File: config.mk
export PLATFORM = sky130hd
export DESIGN_NAME = fifo_rr_arbiter_flat
export DESIGN_NICKNAME = d
export VERILOG_FILES = /design/src/rtl/fifo_rr_arbiter_pkg.sv /design/src/rtl/fifo_rr_arbiter_if.sv /design/src/rtl/fifo_rr_arbiter_rr_select.sv /design/src/rtl/fifo_rr_arbiter.sv /design/src/flat_wrapper.sv
export SDC_FILE = /design/constraint.sdc
export NUM_CORES = 1
export LEC_CHECK = 0
export ABC_CLOCK_PERIOD_IN_PS = 1440
export BUFFER_PORTS_ARGS = -buffer_cell sky130_fd_sc_hd__buf_4
export CORE_MARGIN = 10
export CORE_UTILIZATION = 32
export CTS_BUF_LIST = sky130_fd_sc_hd__clkbuf_4 sky130_fd_sc_hd__clkbuf_8
export DETAILED_ROUTE_END_ITERATION = 7
export SYNTH_ARGS = -nofsm -noshare
export SYNTH_HDL_FRONTEND = slang
export SYNTH_SLANG_ARGS = --single-unit
File: constraint.sdc
create_clock -name clk -period 1.44 [get_ports clk]
set_input_delay 0 -clock clk [delete_from_list [all_inputs] [get_ports clk]]
set_output_delay 0 -clock clk [all_outputs]
set_load 0.005 [all_outputs]
File: src/rtl/fifo_rr_arbiter_pkg.sv
// Shared definitions for the fifo round-robin arbiter slice.
//   - Item field macros (include-guarded so fifo and router files can
//     share them): destination = low DESTINATION_BITS, payload = the rest.
//   - Default item geometry, identical to the upstream fifo defaults.
//   - wrap_next(): index + 1 modulo n, used for the round-robin pointer.
`ifndef FIFO_ITEM_DEFS_SV
`define FIFO_ITEM_DEFS_SV
`define FIFO_ITEM_DEST(it)    it[DESTINATION_BITS-1:0]
`define FIFO_ITEM_PAYLOAD(it) it[SIZE-1:DESTINATION_BITS]
`endif

package fifo_rr_arbiter_pkg;

   localparam int DEFAULT_SIZE             = 8;
   localparam int DEFAULT_DESTINATION_BITS = 4;

   function automatic int wrap_next(input int idx, input int n);
      return (idx + 1 >= n) ? 0 : idx + 1;
   endfunction

endpackage

File: src/rtl/fifo_rr_arbiter_if.sv
// Handshake bundle between the upstream fifos, the arbiter and the link.
//   empty     : per-fifo empty flags
//   items_in  : per-fifo head items, input i at [i*SIZE +: SIZE]
//   read      : per-fifo pop strobes (from arbiter)
//   out_item  : registered item on the link
//   out_valid : out_item is valid
//   out_ready : link accepts out_item this cycle
//   out_port  : input index out_item came from
// master = arbiter side, slave = fifo/link environment side.
interface fifo_rr_arbiter_if
   import fifo_rr_arbiter_pkg::*;
#(
   parameter int SIZE       = DEFAULT_SIZE,
   parameter int NUM_INPUTS = 4,
   parameter int PORT_BITS  = 2
);
   logic [NUM_INPUTS-1:0]      empty;
   logic [NUM_INPUTS*SIZE-1:0] items_in;
   logic [NUM_INPUTS-1:0]      read;
   logic [SIZE-1:0]            out_item;
   logic                       out_valid;
   logic                       out_ready;
   logic [PORT_BITS-1:0]       out_port;

   modport master (
      input  empty, items_in, out_ready,
      output read, out_item, out_valid, out_port
   );

   modport slave (
      output empty, items_in, out_ready,
      input  read, out_item, out_valid, out_port
   );
endinterface

File: src/rtl/fifo_rr_arbiter_rr_select.sv
// Combinational round-robin selector.
//   request     : one bit per input, high when that input wants a grant
//   rr_ptr      : highest-priority input index (must be < NUM_INPUTS)
//   grant_idx   : first requesting index at or after rr_ptr, modulo NUM_INPUTS
//   grant_valid : at least one request present
module fifo_rr_arbiter_rr_select #(
   parameter int NUM_INPUTS = 4,
   parameter int PORT_BITS  = 2
)(
   input  logic [NUM_INPUTS-1:0] request,
   input  logic [PORT_BITS-1:0]  rr_ptr,
   output logic [PORT_BITS-1:0]  grant_idx,
   output logic                  grant_valid
);
   logic [NUM_INPUTS-1:0] rotated;
   int                    sum;

   always_comb begin
      // Rotate so bit 0 is the input at rr_ptr; the first set bit is then
      // the offset of the winner relative to the pointer.
      rotated     = NUM_INPUTS'({request, request} >> rr_ptr);
      grant_idx   = '0;
      grant_valid = 1'b0;
      sum         = 0;
      for (int k = 0; k < NUM_INPUTS; k++) begin
         if (!grant_valid && rotated[k]) begin
            grant_valid = 1'b1;
            sum = int'(rr_ptr) + k;
            if (sum >= NUM_INPUTS) sum = sum - NUM_INPUTS;
            grant_idx = PORT_BITS'(sum);
         end
      end
   end
endmodule

File: src/rtl/fifo_rr_arbiter.sv
// Router output-stage arbiter: pops one non-empty upstream fifo per grant
// (round-robin) into a single-entry output register with valid/ready.
//   clk       : rising-edge clock
//   reset     : synchronous active-high reset
//   bus       : fifo_rr_arbiter_if.master (fifo flags/heads, pops, link)
//   fwd_count : items that completed the output handshake, wrapping
module fifo_rr_arbiter
   import fifo_rr_arbiter_pkg::*;
#(
   parameter int ID               = -1,
   parameter int SIZE             = DEFAULT_SIZE,
   parameter int DESTINATION_BITS = DEFAULT_DESTINATION_BITS,
   parameter int NUM_INPUTS       = 4,
   parameter int PORT_BITS        = 2,
   parameter int COUNT_BITS       = 16
)(
   input  logic                  clk,
   input  logic                  reset,
   fifo_rr_arbiter_if.master     bus,
   output logic [COUNT_BITS-1:0] fwd_count
);
   logic [NUM_INPUTS-1:0] request;
   logic [PORT_BITS-1:0]  rr_ptr_reg;
   logic [PORT_BITS-1:0]  grant_idx;
   logic                  grant_valid;
   logic                  load;
   logic                  pop;
   logic [SIZE-1:0]       items [NUM_INPUTS];
   logic [SIZE-1:0]       head_item;
   logic [SIZE-1:0]       item_reg;
   logic                  valid_reg;
   logic [PORT_BITS-1:0]  port_reg;
   logic [COUNT_BITS-1:0] count_reg;

   assign request = ~bus.empty;

   fifo_rr_arbiter_rr_select #(
      .NUM_INPUTS (NUM_INPUTS),
      .PORT_BITS  (PORT_BITS)
   ) u_select (
      .request     (request),
      .rr_ptr      (rr_ptr_reg),
      .grant_idx   (grant_idx),
      .grant_valid (grant_valid)
   );

   // Output stage can take a new item when empty or being drained now.
   assign load = !valid_reg || bus.out_ready;
   assign pop  = load && grant_valid && !reset;

   genvar gi;
   generate
      for (gi = 0; gi < NUM_INPUTS; gi++) begin : g_port
         assign items[gi]    = bus.items_in[gi*SIZE +: SIZE];
         assign bus.read[gi] = pop && (grant_idx == PORT_BITS'(gi));
      end
   endgenerate

   assign head_item = items[grant_idx];

   always_ff @(posedge clk) begin
      if (reset) begin
         item_reg   <= '0;
         valid_reg  <= 1'b0;
         port_reg   <= '0;
         rr_ptr_reg <= '0;
         count_reg  <= '0;
      end else begin
         if (valid_reg && bus.out_ready) count_reg <= count_reg + 1'b1;
         if (load) begin
            if (grant_valid) begin
               item_reg   <= head_item;
               valid_reg  <= 1'b1;
               port_reg   <= grant_idx;
               rr_ptr_reg <= PORT_BITS'(wrap_next(int'(grant_idx), NUM_INPUTS));
            end else begin
               valid_reg  <= 1'b0;
            end
         end
      end
   end

   assign bus.out_item  = item_reg;
   assign bus.out_valid = valid_reg;
   assign bus.out_port  = port_reg;
   assign fwd_count     = count_reg;

`ifndef SYNTHESIS
   // Usage checks and grant trace in the fifo's message format.
   always @(posedge clk) begin
      if (!reset) begin
         if ($countones(bus.read) > 1)
            $display("%0t ARBITER %0d error: multiple read bits %b", $time, ID, bus.read);
         if ((bus.read & bus.empty) != '0)
            $display("%0t ARBITER %0d error: read of empty fifo %b", $time, ID, bus.read & bus.empty);
         if (pop)
            $display("%0t ARBITER %0d %h:%h port %0d", $time, ID,
                     `FIFO_ITEM_PAYLOAD(head_item), `FIFO_ITEM_DEST(head_item), grant_idx);
      end
   end
`endif
endmodule
File: src/flat_wrapper.sv
// flat-port wrapper written by rule: the top's interface ports become plain ports
module fifo_rr_arbiter_flat import fifo_rr_arbiter_pkg::*;
#(
   parameter int ID               = -1,
   parameter int SIZE             = DEFAULT_SIZE,
   parameter int DESTINATION_BITS = DEFAULT_DESTINATION_BITS,
   parameter int NUM_INPUTS       = 4,
   parameter int PORT_BITS        = 2,
   parameter int COUNT_BITS       = 16
)
  (clk, reset, fwd_count, bus_empty, bus_items_in, bus_out_ready, bus_read, bus_out_item, bus_out_valid, bus_out_port);
  fifo_rr_arbiter_if #(.SIZE(SIZE), .NUM_INPUTS(NUM_INPUTS), .PORT_BITS(PORT_BITS)) bus_i ();
  input  logic clk;
  input  logic reset;
  output logic [COUNT_BITS-1:0] fwd_count;
  input wire logic [$bits(bus_i.empty)-1:0] bus_empty;
  input wire logic [$bits(bus_i.items_in)-1:0] bus_items_in;
  input wire logic [$bits(bus_i.out_ready)-1:0] bus_out_ready;
  output wire logic [$bits(bus_i.read)-1:0] bus_read;
  output wire logic [$bits(bus_i.out_item)-1:0] bus_out_item;
  output wire logic [$bits(bus_i.out_valid)-1:0] bus_out_valid;
  output wire logic [$bits(bus_i.out_port)-1:0] bus_out_port;
  assign bus_i.empty = bus_empty;
  assign bus_i.items_in = bus_items_in;
  assign bus_i.out_ready = bus_out_ready;
  assign bus_read = bus_i.read;
  assign bus_out_item = bus_i.out_item;
  assign bus_out_valid = bus_i.out_valid;
  assign bus_out_port = bus_i.out_port;
  fifo_rr_arbiter #(.ID(ID), .SIZE(SIZE), .DESTINATION_BITS(DESTINATION_BITS), .NUM_INPUTS(NUM_INPUTS), .PORT_BITS(PORT_BITS), .COUNT_BITS(COUNT_BITS)) u_core (.clk(clk), .reset(reset), .bus(bus_i), .fwd_count(fwd_count));
endmodule
==> metrics, run 1 <==
status=finished, violations left; violated checks=negative setup slack; layout cell share with drive strength beyond 1=between 50% and 60%; crit path to=bus_read[3]; Port-buffer cells=around 70; largest net degree at the start of global routing=26; WP data required=around 1400 ps; synthesized-area fraction occupied by adder cells=under 10%; post-DR wirelength/cell=between 10 and 15 µm; vias in the first global route=around 1600; Seq/Total Area, Yosys=between 30% and 40%; Clk pin slew, worst setup/hold paths=60 ps; main combinational cell family by area after synthesis=simple AND/OR/NAND/NOR gates; Chip Width=between 90 and 100 µm; final core utilization=55.9%; clk sinks=29; hold crit path type=in2reg; GRT Util Overall=approximately 12%; Max Fclk=604 MHz; unrepaired setup endpoints after global routing=true; Critical Path AT=about 1700 ps; die area=8120 µm²; starting density of the core=about 33%; Buf/Inv on CP=2; Final Cycle Share=115%; Most used DFF post-synth=dfxtp_1; proportion of synthesized flip-flops having asynchronous set or reset=0%; vias after detailed routing=1616; max-cap viol count=0; worst reg2reg path depth=9; total CTS buffers=5; Worst path slowest cell=dfxtp_4; total iterations of the first detailed-routing run=4; clock buffer depth=2; synth unique cells=35; Remaining DRCs=0; R2R Path Start=u_core.rr_ptr_reg[1]; number of flip-flops in the largest register=16; worst slew pin tran=between 300 and 400 ps; Final Max Slew Viols=0; syn_nets=224; mux contribution to synthesized area=~5%; final setup margin=-215 ps; CP peak stage delay=approximately 360 ps; leakage=about 1.2 nW; CTS tree=built; clock skew=just under 6 ps; Worst Setup SP=u_core.rr_ptr_reg[1]; crit path time final=roughly 1700 ps; post-synthesis xor/xnor area fraction=8.35%; Setup-failing EPs final=12; Max VDD drop=approximately 0.42 mV; Post-Synth Simple-Gate Area=26.3%; Compound-Gate Fraction of Synth Area=approximately 18%; CP top delay family=simple AND/OR/NAND/NOR gates; Final nets=between 300 and 400; synthesized area per cell=between 8 and 9 µm²; synthesized area=about 1600 µm²; Core Region=4750 µm²; Crit Path Class=reg2out; initial drt markers=45; Seq cells post-synth=29; Die Y=about 90 µm; critical-path cell list=nor2b_1 -> a211o_1 -> nand3_2 -> or3_1 -> buf_6 -> nor2_2 -> buf_4; crit end category=primary output; final WL=around 4900 µm; clk root buf=clkbuf_8; Max-slew headroom=between 70 and 80%; crit-path max FO=6; Mapped Cells=approximately 180; Ys Warns=0; n_diodes=0; Tot Pwr=approximately 0.0024 W; clk_lat worst skew=between 200 and 300 ps; GRT overflow=0; global-route wire length before repair=between 7000 and 8000 µm; Worst R2R Setup Slack=-150 ps; # IOs=70; CP Depth=7; crit path launch type=flip-flop; via density per instance=around 4.6; final hold violations=0; antenna-violating nets left=0; number of synthesized flops with an enable pin=0; row cnt=25; dpl hpwl=roughly 3700 µm; reg2reg end=u_core.bus.out_item[2]; area grow syn2layout=68.8%; pwr dens=about 900 nW/µm²; gpl congestion=between 0.8 and 0.9; H-tree depth=2; initial antenna violation count=0
[worst min-delay path by stage]
stage               cells past startpoint             start                      to  slack, ps
global placement                        3  bus_items_in[13]  u_core.bus.out_item[5]        290
CTS                                     3  bus_items_in[13]  u_core.bus.out_item[5]          9
detailed placement                      3  bus_items_in[13]  u_core.bus.out_item[5]        300
finish                                  3  bus_items_in[13]  u_core.bus.out_item[5]          9
floorplan                               2     bus_out_ready     u_core.fwd_count[1]        160
global route                            3  bus_items_in[25]  u_core.bus.out_item[1]         20
[cell usage after synthesis, types with 2 or more instances]
cell | n | area [µm²]
a21boi_0 | 8 | 60.1
and2_1 | 3 | 18.8
xor2_1 | 12 | 105
nand3_1 | 8 | 40.0
and3_1 | 8 | 50.1
nor2_1 | 26 | 97.6
a21oi_1 | 5 | 25.0
o21ai_1 | 8 | 40.0
o211ai_2 | 8 | 100
ha_1 | 2 | 25.0
nand2b_1 | 3 | 18.8
xnor2_1 | 3 | 26.3
mux2i_1 | 8 | 80.1
inv_1 | 3 | 11.3
dfxtp_1 | 29 | 581
clkbuf_1 | 4 | 15.0
buf_6 | 2 | 22.5
nand4_1 | 6 | 37.5
nand2_1 | 21 | 78.8
[cells in the final DEF, fill, tap and decap left out, types with 2 or more instances in the layout]
master,netlist,routed
buf_12,0,2
and2_1,3,3
nand3_2,1,2
o211ai_2,8,8
a21oi_1,5,5
nand3_1,8,7
clkbuf_8,0,6
o21ai_2,0,2
o21ai_4,1,7
nand2_1,21,20
xnor2_1,3,3
xor2_1,12,12
buf_4,0,92
mux2i_1,8,7
nor2_1,26,20
nor2_2,0,6
buf_6,2,6
nand4_1,6,6
a21boi_0,8,8
and3_1,8,8
nand2b_1,3,3
nand2_2,1,2
dfxtp_2,0,2
inv_1,3,3
dfxtp_1,29,26
[cell families (layout without fill, tap and decap cells)]
kind of cell | after synthesis | after routing
XOR/XNOR | 15 | 15
multiplexers | 8 | 8
AO/OA/AOI/OAI | 34 | 34
buffers and inverters | 11 | 111
flip-flops | 29 | 29
adder cells (fa/ha/maj) | 2 | 2
AND/OR/NAND/NOR | 84 | 84
[layout make-up]
| class | count | area [µm²] |
|---|---|---|
| Multi-Input combinational cell | 143 | 1080 |
| Sequential cell | 29 | 587 |
| Inverter | 4 | 17.5 |
| Fill cell | 465 | 2100 |
| Clock buffer | 7 | 90.1 |
| Timing Repair Buffer | 100 | 798 |
| Tap cell | 67 | 83.8 |
[timing repair]
item	in CTS	in global routing
pin swaps	8	5
hold buffers	0	0
resized for setup	15	25
buffers inserted	8	4
endpoints found under the setup margin	12	20
[report_power, final]
part           switching (W)  leakage, nW  internal [W]
sequential         0.0000434        0.238      0.000866
combinational       0.000339        0.909      0.000423
clock               0.000287       0.0477      0.000397
total               0.000669         1.19       0.00169
[per-stage QoR]
stage | TNS [ps] | setup slack (ps) | hold slack, ps | area [µm²] | instances
final | -1940 | -215 | 8.51 | 2660 | 350
after floorplan | -58.4 | -13.8 | 161 | 1600 | 183
after detailed placement | -651 | -69.8 | 296 | 2340 | 334
after global routing | -2830 | -273 | 24.8 | 2660 | 350
after CTS | -1560 | -205 | 9.13 | 2530 | 348
after global placement | -462 | -55.5 | 295 | 2340 | 334
[tightest hold or removal path: cells and delay by family]
| family | cells | cell delay [ps] |
|---|---|---|
| compound gates | 1 | 120 |
| buf+inv | 1 | 70 |
| mux | 1 | 60 |
[per-layer routing]
layer	wire (µm)	vias to the layer above	global-route usage (%)
li1	-	835	-
met1	2140	745	13.7
met2	2520	31	19.7
met3	177	5	3.33
met4	53	0	3.58
met5	0	-	0
(Power assumes the default switching activity.)
==> run 2, diff against run 1 <==
--- a/config.mk
+++ b/config.mk
@@ -9,7 +9,8 @@
 export BUFFER_PORTS_ARGS = -buffer_cell sky130_fd_sc_hd__buf_4
 export CORE_MARGIN = 10
 export CORE_UTILIZATION = 32
-export CTS_BUF_LIST = sky130_fd_sc_hd__clkbuf_4 sky130_fd_sc_hd__clkbuf_8
+export CTS_BUF_LIST = sky130_fd_sc_hd__clkbuf_4
+export CTS_CLUSTER_SIZE = 40
 export DETAILED_ROUTE_END_ITERATION = 7
 export SYNTH_ARGS = -nofsm -noshare
 export SYNTH_HDL_FRONTEND = slang
==> constraint.sdc (replaced) <==
create_clock -name clk -period 1.44 [get_ports clk]
set_input_delay 0 -clock clk [delete_from_list [all_inputs] [get_ports clk]]
set_output_delay 0 -clock clk [all_outputs]
set_load 0.02 [all_outputs]
==> run 2 against run 1 <==
Against the previous run: the run still ends with negative setup slack left; flip-flop and latch count is the same; first-iteration DRC count grew 62%; clock skew grew 3.8 ps; core utilization grew 3.3 points; critical path type unchanged; highest routed layer unchanged; critical endpoint is now bus_read[0]; critical path depth is the same; via count grew 7.2%.
==> metrics, run 2 (same netlist as run 1, synthesis figures left out) <==
layout cell share with drive strength beyond 1=49.7% (was 51.2%); CP top delay family=compound AO/OA/AOI/OAI gates (was simple AND/OR/NAND/NOR gates); # IOs=70 (unchanged); Critical Path AT=1750 ps (was 1660 ps); multi-input logic area=1090 µm² (was 1080 µm²); GRT Util Overall=13.4% (was 11.6%); clock skew=9.68 ps (was 5.87 ps); crit path time final=1750 ps (was 1660 ps); global-route wire length before repair=8990 µm (was 7900 µm); CP Depth=7 (unchanged); pwr dens=888 nW/µm² (was 886 nW/µm²); clk sinks=29 (unchanged); gpl congestion=0.737 (was 0.816); combinational power share=36.8% (was 32.4%); starting density of the core=33.1% (unchanged); final WL=5620 µm (was 4890 µm); Worst path slowest cell=dfxtp_4 (unchanged); area grow syn2layout=78.9% (was 68.8%); worst reg2reg path depth=8 (was 9); largest net degree at the start of global routing=26 (unchanged); DP Worst Slack=-34.4 ps (was -69.8 ps); initial drt markers=73 (was 45); violated checks=negative setup slack (unchanged); final core utilization=59.2% (was 55.9%); Clk pin slew, worst setup/hold paths=90 ps (was 60 ps); die area=8120 µm² (unchanged); Buf/Inv on CP=3 (was 2); crit end category=primary output (unchanged); dpl hpwl=3800 µm (was 3700 µm); post-DR wirelength/cell=15.3 µm (was 14.0 µm); via density per instance=4.72 (was 4.62); sequential power share=36.4% (was 38.6%); Setup-failing EPs final=12 (unchanged); Worst R2R Setup Slack=-200 ps (was -150 ps); hold path startpoint=reset (was bus_items_in[13]); Final Cycle Share=121% (was 115%); unrepaired setup endpoints after global routing=true (unchanged); antenna-violating nets left=0 (unchanged); Crit Path Class=reg2out (unchanged); Port-buffer cells=69 (unchanged); Reg area=589 µm² (was 587 µm²); most frequent cells in the layout=91 x buf_4, 24 x dfxtp_1, 20 x nand2_1, 20 x nor2_1, 17 x dlygate4sd3_1 (was 92 x buf_4, 26 x dfxtp_1, 20 x nand2_1, 20 x nor2_1, 12 x xor2_1); total iterations of the first detailed-routing run=4 (unchanged); Final Max Slew Viols=0 (unchanged); Worst Setup SP=u_core.rr_ptr_reg[1] (unchanged); clk_lat worst skew=330 ps (was 270 ps); hold crit path type=in2reg (unchanged); Chip Width=90.1 µm (unchanged); vias in the first global route=1789 (was 1591); Sw Pwr=0.000768 W (was 0.000669 W); total CTS buffers=5 (unchanged); Max VDD drop=0.458 mV (was 0.416 mV); Max-slew headroom=74.9% (was 73.2%); CTS tree=built (unchanged); WP data required=1440 ps (about the same); clock network power share=26.8% (was 29.0%); Core Region=4750 µm² (unchanged); final setup margin=-307 ps (was -215 ps); CP peak stage delay=380 ps (was 360 ps); status=finished, violations left (unchanged); row cnt=25 (unchanged); Max Fclk=572 MHz (was 604 MHz); H-tree depth=2 (unchanged); critical-path cell list=nor2b_1 -> a211o_1 -> buf_4 -> a311oi_2 -> buf_4 -> and2_4 -> buf_6 (was nor2b_1 -> a211o_1 -> nand3_2 -> or3_1 -> buf_6 -> nor2_2 -> buf_4); worst slew pin tran=376 ps (was 398 ps); filler instances=442 (was 465); Cell Int Power=0.00173 W (was 0.00169 W); crit-path max FO=6 (unchanged); Final nets=340 (was 324); number of flip-flops in the largest register=16 (unchanged); leakage=1.25 nW (was 1.19 nW); vias after detailed routing=1733 (was 1616); n_diodes=0 (unchanged); Die Y=90.1 µm (unchanged); most common cell after layout, fill and taps aside=buf_4 (unchanged); clock buffer depth=2 (unchanged); final hold violations=0 (unchanged); R2R Path Start=u_core.rr_ptr_reg[1] (unchanged); initial antenna violation count=0 (unchanged); crit path launch type=flip-flop (unchanged); most used cell, CP=buf_4; GRT overflow=0 (unchanged); WHS=24.8 ps (was 8.51 ps); max-cap viol count=0 (unchanged); clk root buf=clkbuf_4 (was clkbuf_8); Remaining DRCs=0 (unchanged); switch share=30.7% (was 28.4%); Hold Crit Depth=2 (was 3)
## run 2: cell count changes in the layout (fill, tap and decap cells not counted), moves of 4 or more
cell / change
dlygate4sd3_1: +17
clkbuf_8: -6
mux2i_1: -6
o21ai_4: -6
clkbuf_4: +5
mux2i_4: +4
## run 2: cell type report
cell class | count | share of cell area, %
inverters | 4 | 0.622
clock buffers | 6 | 1.60
flip-flops and latches | 29 | 20.9
well taps | 67 | 2.98
clock inverters | 2 | 1.20
repair buffers | 116 | 33.8
multi-input cells | 143 | 38.8
## run 2: stage by stage
step | total power, W | setup TNS [ps] | cell area, µm² | std cells
after floorplan | 0.00130 | -146 | 1600 | 183
after CTS | 0.00242 | -2200 | 2700 | 366
after global routing | 0.00263 | -3370 | 2820 | 367
after global placement | 0.00160 | -31.8 | 2330 | 333
after detailed placement | 0.00161 | -209 | 2330 | 333
final | 0.00250 | -2320 | 2820 | 367
## run 2: final timing paths
check                                               to
worst min register to register  u_core.bus.out_port[1]
worst max-delay path                       bus_read[0]
worst max register to register  u_core.bus.out_item[3]
worst min-delay path              u_core.fwd_count[10]
## run 2: worst reg2reg max path, stage by stage, from the launching register on
cell and delay [ps]:
dfxtp_4 370, and2b_4 190, o221ai_4 150, nand2_2 110, inv_4 80, buf_6 110, buf_12 150, mux2i_4 240
o211ai_2 110
## run 2: power groups by stage
stage	Combinational (W)	Clock [W]	Sequential, W
2_1_floorplan	0.000319	0	0.000980
3_3_place_gp	0.000684	0	0.000920
3_5_place_dp	0.000686	0	0.000922
4_1_cts	0.000819	0.000694	0.000908
5_1_grt	0.000977	0.000737	0.000919
6_report	0.000921	0.000669	0.000910
## run 2: per-layer routing
metal	up-vias	global-route usage (%)	wire length, µm
met3	10	3.57	208
met5	-	0	0
met2	44	22.8	2870
li1	869	-	-
met1	810	15.3	2410
met4	0	5.97	129
## run 2: what timing repair did
action,in CTS,in global routing
setup endpoints to repair,13,16
setup buffers,8,1
hold buffers,17,0
hold endpoints to repair,9,0
pin swaps,6,5
gates resized for setup,18,22
==> run 3, diff against run 2 <==
--- a/config.mk
+++ b/config.mk
@@ -9,7 +9,6 @@
 export BUFFER_PORTS_ARGS = -buffer_cell sky130_fd_sc_hd__buf_4
 export CORE_MARGIN = 10
 export CORE_UTILIZATION = 32
-export CTS_BUF_LIST = sky130_fd_sc_hd__clkbuf_4
 export CTS_CLUSTER_SIZE = 40
 export DETAILED_ROUTE_END_ITERATION = 7
 export SYNTH_ARGS = -nofsm -noshare
==> run 3 against run 2 <==
Against the previous run: the flow still finishes with violations (negative setup slack); core utilization shrank 4.7 points; via count shrank 6.6%; combinational power shrank 13%; register-to-register slack gained 80 ps; routed wire length shrank 9.8%; non-clock buffer count shrank 20; clock skew shrank 2.7 ps; critical path depth is the same; design area shrank 8.0%; cell count shrank 5.4%; sequential power is essentially flat; critical path type unchanged.
==> metrics, run 3 (same netlist as run 1, synthesis figures left out) <==
Critical Path AT=1660 ps (was 1750 ps); dpl cell area=2330 µm² (unchanged); most frequent cells in the layout=91 x buf_4, 24 x dfxtp_1, 21 x nor2_1 (was 91 x buf_4, 24 x dfxtp_1, 20 x nand2_1, 20 x nor2_1, 17 x dlygate4sd3_1); Setup-failing EPs final=13 (was 12); final hold violations=0 (unchanged); unrepaired setup endpoints after global routing=true (unchanged); crit end category=primary output (unchanged); Max VDD drop=0.579 mV (was 0.458 mV); Clk pin slew, worst setup/hold paths=60 ps (was 90 ps); status=finished, violations left (unchanged); clk root buf=clkbuf_8 (was clkbuf_4); WHS=11.8 ps (was 24.8 ps); vias in the first global route=1574 (was 1789); max-cap viol count=0 (unchanged); Port-buffer cells=69 (unchanged); Max-slew headroom=75.2% (was 74.9%); violated checks=negative setup slack (unchanged); worst slew pin tran=369 ps (was 376 ps); final setup margin=-222 ps (was -307 ps); post-route cell area=2590 µm² (was 2820 µm²); Core Region=4750 µm² (unchanged); initial antenna violation count=0 (unchanged); clock buffer depth=2 (unchanged); clk sinks=29 (unchanged); total CTS buffers=5 (unchanged); GRT overflow=0 (unchanged); final WL=5070 µm (was 5620 µm); Crit Path Class=reg2out (unchanged); largest net degree at the start of global routing=26 (unchanged); crit path time final=1660 ps (was 1750 ps); gpl congestion=0.737 (unchanged); Final nets=320 (was 340); crit path launch type=flip-flop (unchanged); post-DR wirelength/cell=14.6 µm (was 15.3 µm); pwr dens=998 nW/µm² (was 888 nW/µm²); vias after detailed routing=1618 (was 1733); dpl hpwl=3800 µm (unchanged); initial drt markers=88 (was 73); WP data required=1440 ps (about the same); H-tree depth=2 (unchanged); Remaining DRCs=0 (unchanged); clk_lat worst skew=280 ps (was 330 ps); # IOs=70 (unchanged); setup TNS=-1660 ps (was -2320 ps); total iterations of the first detailed-routing run=4 (unchanged); number of flip-flops in the largest register=16 (unchanged); most common cell after layout, fill and taps aside=buf_4 (unchanged); hold crit path type=in2reg (unchanged); n_diodes=0 (unchanged); crit-path max FO=6 (unchanged); die area=8120 µm² (unchanged); clock skew=6.95 ps (was 9.68 ps); layout cell share with drive strength beyond 1=50.7% (was 49.7%); Chip Width=90.1 µm (unchanged); Tot Pwr=0.00259 W (was 0.00250 W); Final Max Slew Viols=0 (unchanged); DP Worst Slack=-34.4 ps (unchanged); Final Cycle Share=115% (was 121%); hold_buf cts=0 (was 17); leakage=1.17 nW (was 1.25 nW); GRT Util Overall=11.6% (was 13.4%); row cnt=25 (unchanged); Die Y=90.1 µm (unchanged); starting density of the core=33.1% (unchanged); global-route wire length before repair=7870 µm (was 8990 µm); area grow syn2layout=64.6% (was 78.9%); via density per instance=4.66 (was 4.72); Max Fclk=602 MHz (was 572 MHz); antenna-violating nets left=0 (unchanged); CTS tree=built (unchanged)
## run 3: cell types whose count changed in the layout (fill, tap and decap cells not counted), moves of 3 or more
cell           previous run  this run
clkbuf_8                  0         6
mux2i_1                   1         4
buf_6                     7         4
dlygate4sd3_1            17         0
clkbuf_4                  6         0
mux2i_4                   5         1
## run 3: repair_timing
item | CTS | global route
pin swaps | 3 | 5
buffers inserted | 3 | 6
resized for setup | 7 | 24
setup endpoints to repair | 13 | 16
gates cloned | 0 | 0
## run 3: path summary, 6_finish.rpt
check,start,end,slack (ps),cells past startpoint
worst min register to register,u_core.bus.out_port[1],u_core.bus.out_port[1],460,2
worst min-delay path,bus_items_in[9],u_core.bus.out_item[1],10,3
worst max-delay path,u_core.rr_ptr_reg[1],bus_read[2],-220,7
worst max register to register,u_core.rr_ptr_reg[1],u_core.bus.out_item[4],-120,7
## run 3: cell type report
type | instances | area (µm²)
Fill cell | 472 | 2160
Multi-Input combinational cell | 143 | 1040
Timing Repair Buffer | 96 | 743
Sequential cell | 29 | 589
Clock buffer | 7 | 86.3
Tap cell | 67 | 83.8
Clock inverter | 1 | 30.0
Inverter | 4 | 17.5
## run 3: report_power, final
part           switching (W)  internal (W)  leakage, nW
combinational       0.000394      0.000410        0.872
clock               0.000311      0.000563       0.0585
sequential         0.0000425      0.000866        0.239
total               0.000747       0.00184         1.17
## run 3: stage by stage
step	std cells	utilization [%]
after CTS	344	52.3
after detailed placement	333	48.9
after floorplan	183	-
after global routing	347	54.5
after global placement	333	48.9
final	347	54.5
## run 3: routing by layer
layer	up-vias	GRT usage, %	part of all wire (%)
li1	827	-	-
met1	755	14.0	44
met2	30	19.4	51
met3	6	3.24	3.7
met4	0	3.98	1.3
met5	-	0	0
## run 3: worst max-delay path, cell delays in order, from the launching register on
cell      delay (ps)
dfxtp_4          360
and2b_4          180
o221ai_4         190
nand2_2          110
inv_4            100
ha_4             120
nor3b_2          150
buf_4            170
